===== src/rtl/ooo_pkg.sv =====
// Shared out-of-order core types: datapath widths, FXU opcodes, reservation-station entry.
// Also provides the CDB wakeup helper used by every slot and by the insert path.
package ooo_pkg;

    localparam int DATA_W = 16;
    localparam int TAG_W  = 4;
    localparam int OP_W   = 4;
    localparam int IMM_W  = 8;

    typedef enum logic [OP_W-1:0] {
        FXU_ADD  = 4'd0,
        FXU_SUB  = 4'd1,
        FXU_AND  = 4'd2,
        FXU_OR   = 4'd3,
        FXU_XOR  = 4'd4,
        FXU_NOR  = 4'd5,
        FXU_SLL  = 4'd6,
        FXU_SRL  = 4'd7,
        FXU_SRA  = 4'd8,
        FXU_SLT  = 4'd9,
        FXU_SLTU = 4'd10,
        FXU_ADDI = 4'd11,
        FXU_ANDI = 4'd12,
        FXU_ORI  = 4'd13,
        FXU_LUI  = 4'd14,
        FXU_MOV  = 4'd15
    } fxu_op_e;

    typedef struct packed {
        logic              valid;
        logic [TAG_W-1:0]  rob_idx;
        logic              a_vld;
        logic [DATA_W-1:0] a_val;
        logic [TAG_W-1:0]  a_tag;
        logic              b_vld;
        logic [DATA_W-1:0] b_val;
        logic [TAG_W-1:0]  b_tag;
        fxu_op_e           op;
        logic [IMM_W-1:0]  imm;
    } rs_entry_t;

    // Capture a broadcast result into any pending operand whose owner tag matches.
    function automatic rs_entry_t rs_wakeup(rs_entry_t e, logic cdb_vld,
                                            logic [TAG_W-1:0] cdb_tag,
                                            logic [DATA_W-1:0] cdb_val);
        rs_entry_t r;
        r = e;
        if (e.valid && cdb_vld) begin
            if (!e.a_vld && (e.a_tag == cdb_tag)) begin
                r.a_vld = 1'b1;
                r.a_val = cdb_val;
            end
            if (!e.b_vld && (e.b_tag == cdb_tag)) begin
                r.b_vld = 1'b1;
                r.b_val = cdb_val;
            end
        end
        return r;
    endfunction

endpackage


===== src/rtl/fxu_reservation_station_if.sv =====
// Dispatch, CDB snoop and FXU issue bundle for one reservation station.
// master = dispatch/CDB/FXU side, slave = the reservation station.
interface fxu_reservation_station_if;
    import ooo_pkg::*;

    logic              in_valid;
    logic [TAG_W-1:0]  in_rob_idx;
    logic              in_a_valid;
    logic [DATA_W-1:0] in_a_value;
    logic [TAG_W-1:0]  in_a_owner;
    logic              in_b_valid;
    logic [DATA_W-1:0] in_b_value;
    logic [TAG_W-1:0]  in_b_owner;
    logic [OP_W-1:0]   in_opcode;
    logic [IMM_W-1:0]  in_i;
    logic              full;

    logic              cdb_valid;
    logic [TAG_W-1:0]  cdb_tag;
    logic [DATA_W-1:0] cdb_value;
    logic              flush;

    logic              ex_valid;
    logic              ex_ready;
    logic [TAG_W-1:0]  ex_rob_idx;
    logic [DATA_W-1:0] ex_a;
    logic [DATA_W-1:0] ex_b;
    logic [OP_W-1:0]   ex_opcode;
    logic [IMM_W-1:0]  ex_i;

    modport master (
        output in_valid, in_rob_idx, in_a_valid, in_a_value, in_a_owner,
               in_b_valid, in_b_value, in_b_owner, in_opcode, in_i,
               cdb_valid, cdb_tag, cdb_value, flush, ex_ready,
        input  full, ex_valid, ex_rob_idx, ex_a, ex_b, ex_opcode, ex_i
    );

    modport slave (
        input  in_valid, in_rob_idx, in_a_valid, in_a_value, in_a_owner,
               in_b_valid, in_b_value, in_b_owner, in_opcode, in_i,
               cdb_valid, cdb_tag, cdb_value, flush, ex_ready,
        output full, ex_valid, ex_rob_idx, ex_a, ex_b, ex_opcode, ex_i
    );

endinterface


===== src/rtl/fxu_reservation_station_rs_slot.sv =====
// One reservation-station entry: registers the next-state entry chosen by the top after
// CDB capture, and reports readiness. Defines: RS_CDB_BYPASS_EN (same-cycle CDB forwarding).
module rs_slot
    import ooo_pkg::*;
(
    input  logic              clk,
    input  logic              rst,
    input  logic              i_clr,
    input  rs_entry_t         i_nxt,
    input  logic              i_cdb_vld,
    input  logic [TAG_W-1:0]  i_cdb_tag,
    input  logic [DATA_W-1:0] i_cdb_val,
    output rs_entry_t         o_ent,
    output logic              o_rdy,
    output logic [DATA_W-1:0] o_a_val,
    output logic [DATA_W-1:0] o_b_val
);

    rs_entry_t r_ent;
    logic      w_a_ok;
    logic      w_b_ok;

    // Wakeup is applied to whatever lands here, so shifted and newly inserted entries snoop too.
    always_ff @(posedge clk) begin
        if (rst || i_clr) begin
            r_ent <= '0;
        end else begin
            r_ent <= rs_wakeup(i_nxt, i_cdb_vld, i_cdb_tag, i_cdb_val);
        end
    end

`ifdef RS_CDB_BYPASS_EN
    logic w_a_hit;
    logic w_b_hit;

    always_comb begin
        w_a_hit = i_cdb_vld && !r_ent.a_vld && (r_ent.a_tag == i_cdb_tag);
        w_b_hit = i_cdb_vld && !r_ent.b_vld && (r_ent.b_tag == i_cdb_tag);
        w_a_ok  = r_ent.a_vld || w_a_hit;
        w_b_ok  = r_ent.b_vld || w_b_hit;
        o_a_val = r_ent.a_vld ? r_ent.a_val : i_cdb_val;
        o_b_val = r_ent.b_vld ? r_ent.b_val : i_cdb_val;
    end
`else
    always_comb begin
        w_a_ok  = r_ent.a_vld;
        w_b_ok  = r_ent.b_vld;
        o_a_val = r_ent.a_val;
        o_b_val = r_ent.b_val;
    end
`endif

    assign o_ent = r_ent;
    assign o_rdy = r_ent.valid && w_a_ok && w_b_ok;

endmodule


===== src/rtl/fxu_reservation_station.sv =====
// FXU reservation station: compacting queue (slot 0 oldest), issues the oldest ready entry.
// Issue is combinational from registered slots; full is registered-state only. Defines: RS_CDB_BYPASS_EN.
module fxu_reservation_station
    import ooo_pkg::*;
#(
    parameter int DEPTH = 4
) (
    input logic                      clk,
    input logic                      rst,
    fxu_reservation_station_if.slave rs_if
);

    localparam int CNT_W = $clog2(DEPTH + 1);
    localparam int SEL_W = (DEPTH > 1) ? $clog2(DEPTH) : 1;

    logic [CNT_W-1:0]  r_count;
    rs_entry_t         w_ent   [DEPTH];
    logic [DATA_W-1:0] w_a_val [DEPTH];
    logic [DATA_W-1:0] w_b_val [DEPTH];
    logic [DEPTH-1:0]  w_rdy;
    logic [SEL_W-1:0]  w_sel;
    logic              w_any;
    logic              w_full;
    logic              w_issue;
    logic              w_ins;
    logic [CNT_W-1:0]  w_ins_pos;
    rs_entry_t         w_new;

    assign w_full  = (r_count == CNT_W'(DEPTH));
    assign w_issue = w_any && rs_if.ex_ready;
    assign w_ins   = rs_if.in_valid && !w_full && !rs_if.flush;
    // An issue implies r_count >= 1, so the decrement cannot underflow.
    assign w_ins_pos = w_issue ? (r_count - CNT_W'(1)) : r_count;

    always_comb begin
        w_new         = '0;
        w_new.valid   = 1'b1;
        w_new.rob_idx = rs_if.in_rob_idx;
        w_new.a_vld   = rs_if.in_a_valid;
        w_new.a_val   = rs_if.in_a_value;
        w_new.a_tag   = rs_if.in_a_owner;
        w_new.b_vld   = rs_if.in_b_valid;
        w_new.b_val   = rs_if.in_b_value;
        w_new.b_tag   = rs_if.in_b_owner;
        w_new.op      = fxu_op_e'(rs_if.in_opcode);
        w_new.imm     = rs_if.in_i;
    end

    // Lowest-index ready slot wins: scan from the top so the last hit is the oldest.
    always_comb begin
        w_any = 1'b0;
        w_sel = '0;
        for (int k = DEPTH - 1; k >= 0; k--) begin
            if (w_rdy[k]) begin
                w_any = 1'b1;
                w_sel = SEL_W'(k);
            end
        end
    end

    for (genvar k = 0; k < DEPTH; k++) begin : g_slot
        rs_entry_t w_shift;
        rs_entry_t w_nxt;

        if (k < DEPTH - 1) begin : g_mid
            assign w_shift = w_ent[k+1];
        end else begin : g_last
            assign w_shift = '0;
        end

        // Insert position already accounts for the same-edge shift, so it overrides it.
        always_comb begin
            w_nxt = w_ent[k];
            if (w_issue && (SEL_W'(k) >= w_sel)) begin
                w_nxt = w_shift;
            end
            if (w_ins && (w_ins_pos == CNT_W'(k))) begin
                w_nxt = w_new;
            end
        end

        rs_slot u_slot (
            .clk       (clk),
            .rst       (rst),
            .i_clr     (rs_if.flush),
            .i_nxt     (w_nxt),
            .i_cdb_vld (rs_if.cdb_valid),
            .i_cdb_tag (rs_if.cdb_tag),
            .i_cdb_val (rs_if.cdb_value),
            .o_ent     (w_ent[k]),
            .o_rdy     (w_rdy[k]),
            .o_a_val   (w_a_val[k]),
            .o_b_val   (w_b_val[k])
        );
    end

    always_ff @(posedge clk) begin
        if (rst || rs_if.flush) begin
            r_count <= '0;
        end else begin
            r_count <= r_count + CNT_W'(w_ins) - CNT_W'(w_issue);
        end
    end

    always_comb begin
        rs_if.full       = w_full;
        rs_if.ex_valid   = 1'b0;
        rs_if.ex_rob_idx = '0;
        rs_if.ex_a       = '0;
        rs_if.ex_b       = '0;
        rs_if.ex_opcode  = '0;
        rs_if.ex_i       = '0;
        if (w_any) begin
            rs_if.ex_valid   = 1'b1;
            rs_if.ex_rob_idx = w_ent[w_sel].rob_idx;
            rs_if.ex_a       = w_a_val[w_sel];
            rs_if.ex_b       = w_b_val[w_sel];
            rs_if.ex_opcode  = w_ent[w_sel].op;
            rs_if.ex_i       = w_ent[w_sel].imm;
        end
    end

    // Dispatch into a full station is dropped; flag it so the upstream bug is visible.
    always_ff @(posedge clk) begin
        if (!rst) begin
            assert (!(rs_if.in_valid && w_full))
                else $warning("dispatch while station full was dropped");
        end
    end

endmodule

===== src/flat_wrapper.sv =====
// flat-port wrapper written by rule: the top's interface ports become plain ports
module fxu_reservation_station_flat import ooo_pkg::*;
#(
    parameter int DEPTH = 4
)
  (clk, rst, rs_if_in_valid, rs_if_in_rob_idx, rs_if_in_a_valid, rs_if_in_a_value, rs_if_in_a_owner, rs_if_in_b_valid, rs_if_in_b_value, rs_if_in_b_owner, rs_if_in_opcode, rs_if_in_i, rs_if_cdb_valid, rs_if_cdb_tag, rs_if_cdb_value, rs_if_flush, rs_if_ex_ready, rs_if_full, rs_if_ex_valid, rs_if_ex_rob_idx, rs_if_ex_a, rs_if_ex_b, rs_if_ex_opcode, rs_if_ex_i);
  fxu_reservation_station_if rs_if_i ();
  input logic clk;
  input logic rst;
  input wire logic [$bits(rs_if_i.in_valid)-1:0] rs_if_in_valid;
  input wire logic [$bits(rs_if_i.in_rob_idx)-1:0] rs_if_in_rob_idx;
  input wire logic [$bits(rs_if_i.in_a_valid)-1:0] rs_if_in_a_valid;
  input wire logic [$bits(rs_if_i.in_a_value)-1:0] rs_if_in_a_value;
  input wire logic [$bits(rs_if_i.in_a_owner)-1:0] rs_if_in_a_owner;
  input wire logic [$bits(rs_if_i.in_b_valid)-1:0] rs_if_in_b_valid;
  input wire logic [$bits(rs_if_i.in_b_value)-1:0] rs_if_in_b_value;
  input wire logic [$bits(rs_if_i.in_b_owner)-1:0] rs_if_in_b_owner;
  input wire logic [$bits(rs_if_i.in_opcode)-1:0] rs_if_in_opcode;
  input wire logic [$bits(rs_if_i.in_i)-1:0] rs_if_in_i;
  input wire logic [$bits(rs_if_i.cdb_valid)-1:0] rs_if_cdb_valid;
  input wire logic [$bits(rs_if_i.cdb_tag)-1:0] rs_if_cdb_tag;
  input wire logic [$bits(rs_if_i.cdb_value)-1:0] rs_if_cdb_value;
  input wire logic [$bits(rs_if_i.flush)-1:0] rs_if_flush;
  input wire logic [$bits(rs_if_i.ex_ready)-1:0] rs_if_ex_ready;
  output wire logic [$bits(rs_if_i.full)-1:0] rs_if_full;
  output wire logic [$bits(rs_if_i.ex_valid)-1:0] rs_if_ex_valid;
  output wire logic [$bits(rs_if_i.ex_rob_idx)-1:0] rs_if_ex_rob_idx;
  output wire logic [$bits(rs_if_i.ex_a)-1:0] rs_if_ex_a;
  output wire logic [$bits(rs_if_i.ex_b)-1:0] rs_if_ex_b;
  output wire logic [$bits(rs_if_i.ex_opcode)-1:0] rs_if_ex_opcode;
  output wire logic [$bits(rs_if_i.ex_i)-1:0] rs_if_ex_i;
  assign rs_if_i.in_valid = rs_if_in_valid;
  assign rs_if_i.in_rob_idx = rs_if_in_rob_idx;
  assign rs_if_i.in_a_valid = rs_if_in_a_valid;
  assign rs_if_i.in_a_value = rs_if_in_a_value;
  assign rs_if_i.in_a_owner = rs_if_in_a_owner;
  assign rs_if_i.in_b_valid = rs_if_in_b_valid;
  assign rs_if_i.in_b_value = rs_if_in_b_value;
  assign rs_if_i.in_b_owner = rs_if_in_b_owner;
  assign rs_if_i.in_opcode = rs_if_in_opcode;
  assign rs_if_i.in_i = rs_if_in_i;
  assign rs_if_i.cdb_valid = rs_if_cdb_valid;
  assign rs_if_i.cdb_tag = rs_if_cdb_tag;
  assign rs_if_i.cdb_value = rs_if_cdb_value;
  assign rs_if_i.flush = rs_if_flush;
  assign rs_if_i.ex_ready = rs_if_ex_ready;
  assign rs_if_full = rs_if_i.full;
  assign rs_if_ex_valid = rs_if_i.ex_valid;
  assign rs_if_ex_rob_idx = rs_if_i.ex_rob_idx;
  assign rs_if_ex_a = rs_if_i.ex_a;
  assign rs_if_ex_b = rs_if_i.ex_b;
  assign rs_if_ex_opcode = rs_if_i.ex_opcode;
  assign rs_if_ex_i = rs_if_i.ex_i;
  fxu_reservation_station #(.DEPTH(DEPTH)) u_core (.clk(clk), .rst(rst), .rs_if(rs_if_i));
endmodule

===== config.mk =====
export PLATFORM = sky130hd
export DESIGN_NAME = fxu_reservation_station_flat
export DESIGN_NICKNAME = d
export VERILOG_FILES = /design/src/rtl/ooo_pkg.sv /design/src/rtl/fxu_reservation_station_if.sv /design/src/rtl/fxu_reservation_station_rs_slot.sv /design/src/rtl/fxu_reservation_station.sv /design/src/flat_wrapper.sv
export SDC_FILE = /design/constraint.sdc
export NUM_CORES = 1
export LEC_CHECK = 0
export CAP_MARGIN = 30
export CORE_UTILIZATION = 55
export CTS_CLUSTER_SIZE = 25
export DETAILED_ROUTE_END_ITERATION = 16
export PLACE_DENSITY = 0.77
export SYNTH_ARGS = -nofsm -noshare
export SYNTH_HDL_FRONTEND = slang
export SYNTH_SLANG_ARGS = --single-unit

===== constraint.sdc =====
create_clock -name clk -period 7.2 [get_ports clk]
set_input_delay 1.8 -clock clk [delete_from_list [all_inputs] [get_ports clk]]
set_output_delay 1.8 -clock clk [all_outputs]
set_load 0.05 [all_outputs]

==> metrics.csv <==
metric,value,unit
synth.avg_cell_area,9.224,um^2
grt_pass1_wl,67.87,mm
clock_skew,0.01585,ns
period_share,81.10,%
cap_violations,0,
post-route-min-period,5.839,ns
cts-htree-levels,1,
netlist_area,14210,um^2
synth_top_area_share,33.66,%
fin_tns_setup,0,ns
syn_nets,1630,
clk_latency,0.54,ns
drc,0,
status,completed,
drt_iter0_markers,1233,
seqPwrFrac,43.2,%
hold_violations,0,
p_int,2.392,mW
fillers,2019,
slew_headroom,36.44,%
dr.pass1.iters,5,
post_cts_buffers,0,
final_cells,1938,
final-seq-area,4785,um^2
start_util,56.29,%
place_area,15700,um^2
crit_arrival,4.04,ns
ctsResizeCount,0,
leakage,6.946,nW
cts.sinks,239,
postRouteAntennaNets,0,
antenna_found_initial,2,
fin_area,16730,um^2
cp_max_fo,21,
io_buffers,133,
grt-ovfl-total,0,
yosysTopAreaCell,dfxtp_1,
synth_area_leaders,"dfxtp_1, mux2i_1, mux4_2, o211ai_1, nand2_1",
crit_required,5.40,ns
grt_max_degree,114,
drive_gt1_share,11.51,%
gr-usage-all-layers,32.12,%
power_density,186.2,nW/um^2
clockRootBuffer,clkbuf_16,
die_w,162.8,um
syn_inst,1541,
ys.flop_type,dfxtp_1,
setup_viol,0,
switching_share,23.25,%
fp-row-count,58,
area_growth,17.73,%
tightest_slew,0.9482,ns
hold_buffers,0,
peakVddDrop,0.1461,mV
dp_hpwl,26.20,mm
cts_tree,done,
crit_path_end_kind,primary output,
min-delay-path-class,flip-flop to flip-flop,
ys_async_sr_fraction,0,%
clk_pin_slew_worst_paths,0.06,ns
hold-worst-slack,0.4873,ns
cts_buffer_depth,3,
synth-seq-area-share,33.66,%
cts_buffers,28,
wl_per_cell,22.02,um
die_h,162.8,um
clockPowerShare,49.1,%
num_io_pins,134,
rsz0062_at_grt,no,
gp_congestion,0.9205,
p_switching,0.7247,mW
crit_type,flip-flop to primary output,
ys_ff_latch,239,
crit_path_start_kind,flip-flop,
finalPower,3.117,mW
first_global_vias,12490,
combPwrFrac,7.7,%
multiInputGateArea,8835,um^2
nets,1675,
drv_slew,0,
wl,42.68,mm
synth_edf_count,0,
yosysWarnings,0,
dp.cells,1885,
fmax,171.3,MHz
dieArea,26490,um^2
vias_per_cell,6.569,
core,25250,um^2
synth_cell_types,72,
vias,12730,
[logic make-up after synthesis]
family / Yosys count / synth area share, %
AOI/OAI and AO/OA: 285 / 15.64
DFF: 239 / 33.66
adders and majority gates: 5 / 0.4929
xor gates and xnor gates: 24 / 1.479
muxes: 316 / 26.80
buffers and inverters: 163 / 4.947
and+or+nand+nor: 509 / 16.98
[sequential cells by signal (all words and copies together), names as in the netlist]
register and flops:
u_core.g_slot.u_slot.w_a_ok 4, u_core.r_count 3, u_core.g_slot.u_slot.w_b_ok 4, u_core.g_slot.u_slot.o_a_val 64
u_core.g_slot.u_slot.o_ent 100, u_core.g_slot.u_slot.o_b_val 64
[synthesized netlist by cell type, types with 3 or more instances]
| cell | n |
|---|---|
| mux2i_1 | 245 |
| dfxtp_1 | 239 |
| nand2_1 | 182 |
| nor2_1 | 116 |
| clkbuf_1 | 100 |
| o211ai_1 | 99 |
| nand3_1 | 95 |
| and2_1 | 57 |
| mux4_2 | 48 |
| a211oi_1 | 44 |
| a22o_1 | 33 |
| a311oi_1 | 25 |
| a21oi_1 | 22 |
| buf_2 | 22 |
| mux2_2 | 19 |
| xnor2_1 | 19 |
| buf_1 | 18 |
| a22oi_1 | 16 |
| inv_1 | 12 |
| a41oi_1 | 7 |
| nor3_1 | 7 |
| buf_6 | 6 |
| a2111oi_0 | 5 |
| buf_4 | 5 |
| nor3b_1 | 5 |
| nor4_1 | 5 |
| o21ai_0 | 5 |
| or2_2 | 5 |
| xor2_1 | 5 |
| a31oi_1 | 4 |
| and3_1 | 4 |
| ha_1 | 4 |
| nand2b_1 | 4 |
| nand4_1 | 4 |
| nor3_2 | 4 |
| nand3_2 | 3 |
| nor2b_1 | 3 |
| or3_1 | 3 |
[power by group through the flow]
stage	clock [mW]	sequential, mW	combinational (mW)
after floorplan	0	1.37	0.130
after global placement	0	1.37	0.230
after detailed placement	0	1.37	0.235
after CTS	1.54	1.35	0.237
after global routing	1.60	1.35	0.256
final	1.53	1.35	0.241
[critical path, cell delays in order, from the launching register on]
cell and delay [ns]:
dfxtp_1 0.42, and3_1 0.45, a21oi_1 0.13, nor2_4 0.69, buf_4 0.36, mux4_2 0.55
and2_1 0.18, clkdlybuf4s50_1 0.69
[placed cells by master (no fill, tap or decap), types with 4 or more instances in the layout]
cell type and instances:
o21ai_0 5, nand2_1 181, clkinv_2 5, dfxtp_1 239, bufinv_16 4, a311oi_1 25
mux4_2 48, inv_1 12, nor4_1 5, mux2i_1 245, and2_1 57, or2_2 4
a41oi_1 7, a22o_1 33, clkbuf_16 29, nor3_2 4, xnor2_1 19, clkbuf_8 8
clkdlybuf4s50_1 132, a21oi_1 21, nand2b_1 4, a31oi_1 4, a2111oi_0 5, nor3_1 6
mux2_2 19, o211ai_1 99, nand4_1 4, ha_1 4, a211oi_1 43, nand3_1 94
a22oi_1 16, nor3b_1 5, nor2_1 113, xor2_1 5, buf_4 28
[path summary, 6_finish.rpt]
path	cells past startpoint	to	start	slack, ns
setup / recovery	7	rs_if_ex_i[0]	u_core.g_slot[1].u_slot.w_b_ok	1.36
hold / removal	2	u_core.g_slot[0].u_slot.o_ent[10]	u_core.g_slot[0].u_slot.o_ent[10]	0.49
setup reg to reg	9	u_core.g_slot[2].u_slot.o_a_val[14]	u_core.g_slot[3].u_slot.o_ent[58]	2.53
hold reg to reg	2	u_core.g_slot[0].u_slot.o_ent[10]	u_core.g_slot[0].u_slot.o_ent[10]	0.49
[metrics by stage]
step	setup WS (ns)	utilization [%]
detailed placement	1.386	62.15
global placement	1.493	61.91
global route	1.226	66.26
finish	1.361	66.27
floorplan	2.160	-
CTS	1.353	66.15
[per-layer routing]
metal  part of all wire (%)  wire, um  vias to the layer above  global-route usage [%]
li1                       -         -                     5794                       -
met1                     41     17590                     6215                   41.65
met2                     48     20550                      632                   54.02
met3                    8.1      3449                       88                   5.067
met4                    2.5      1072                        2                   11.21
met5                  0.028        12                        -                       0
[cell type report]
cell class,instances,share of cell area [%]
diodes,1,0.01495
clock buffers,40,5.062
clock inverters,11,0.9645
inverters,12,0.2692
multi-input cells,1139,52.79
flip-flops and latches,239,28.59
well taps,330,2.467
repair buffers,166,9.839
Note: power is estimated with default switching activity, not from simulation.
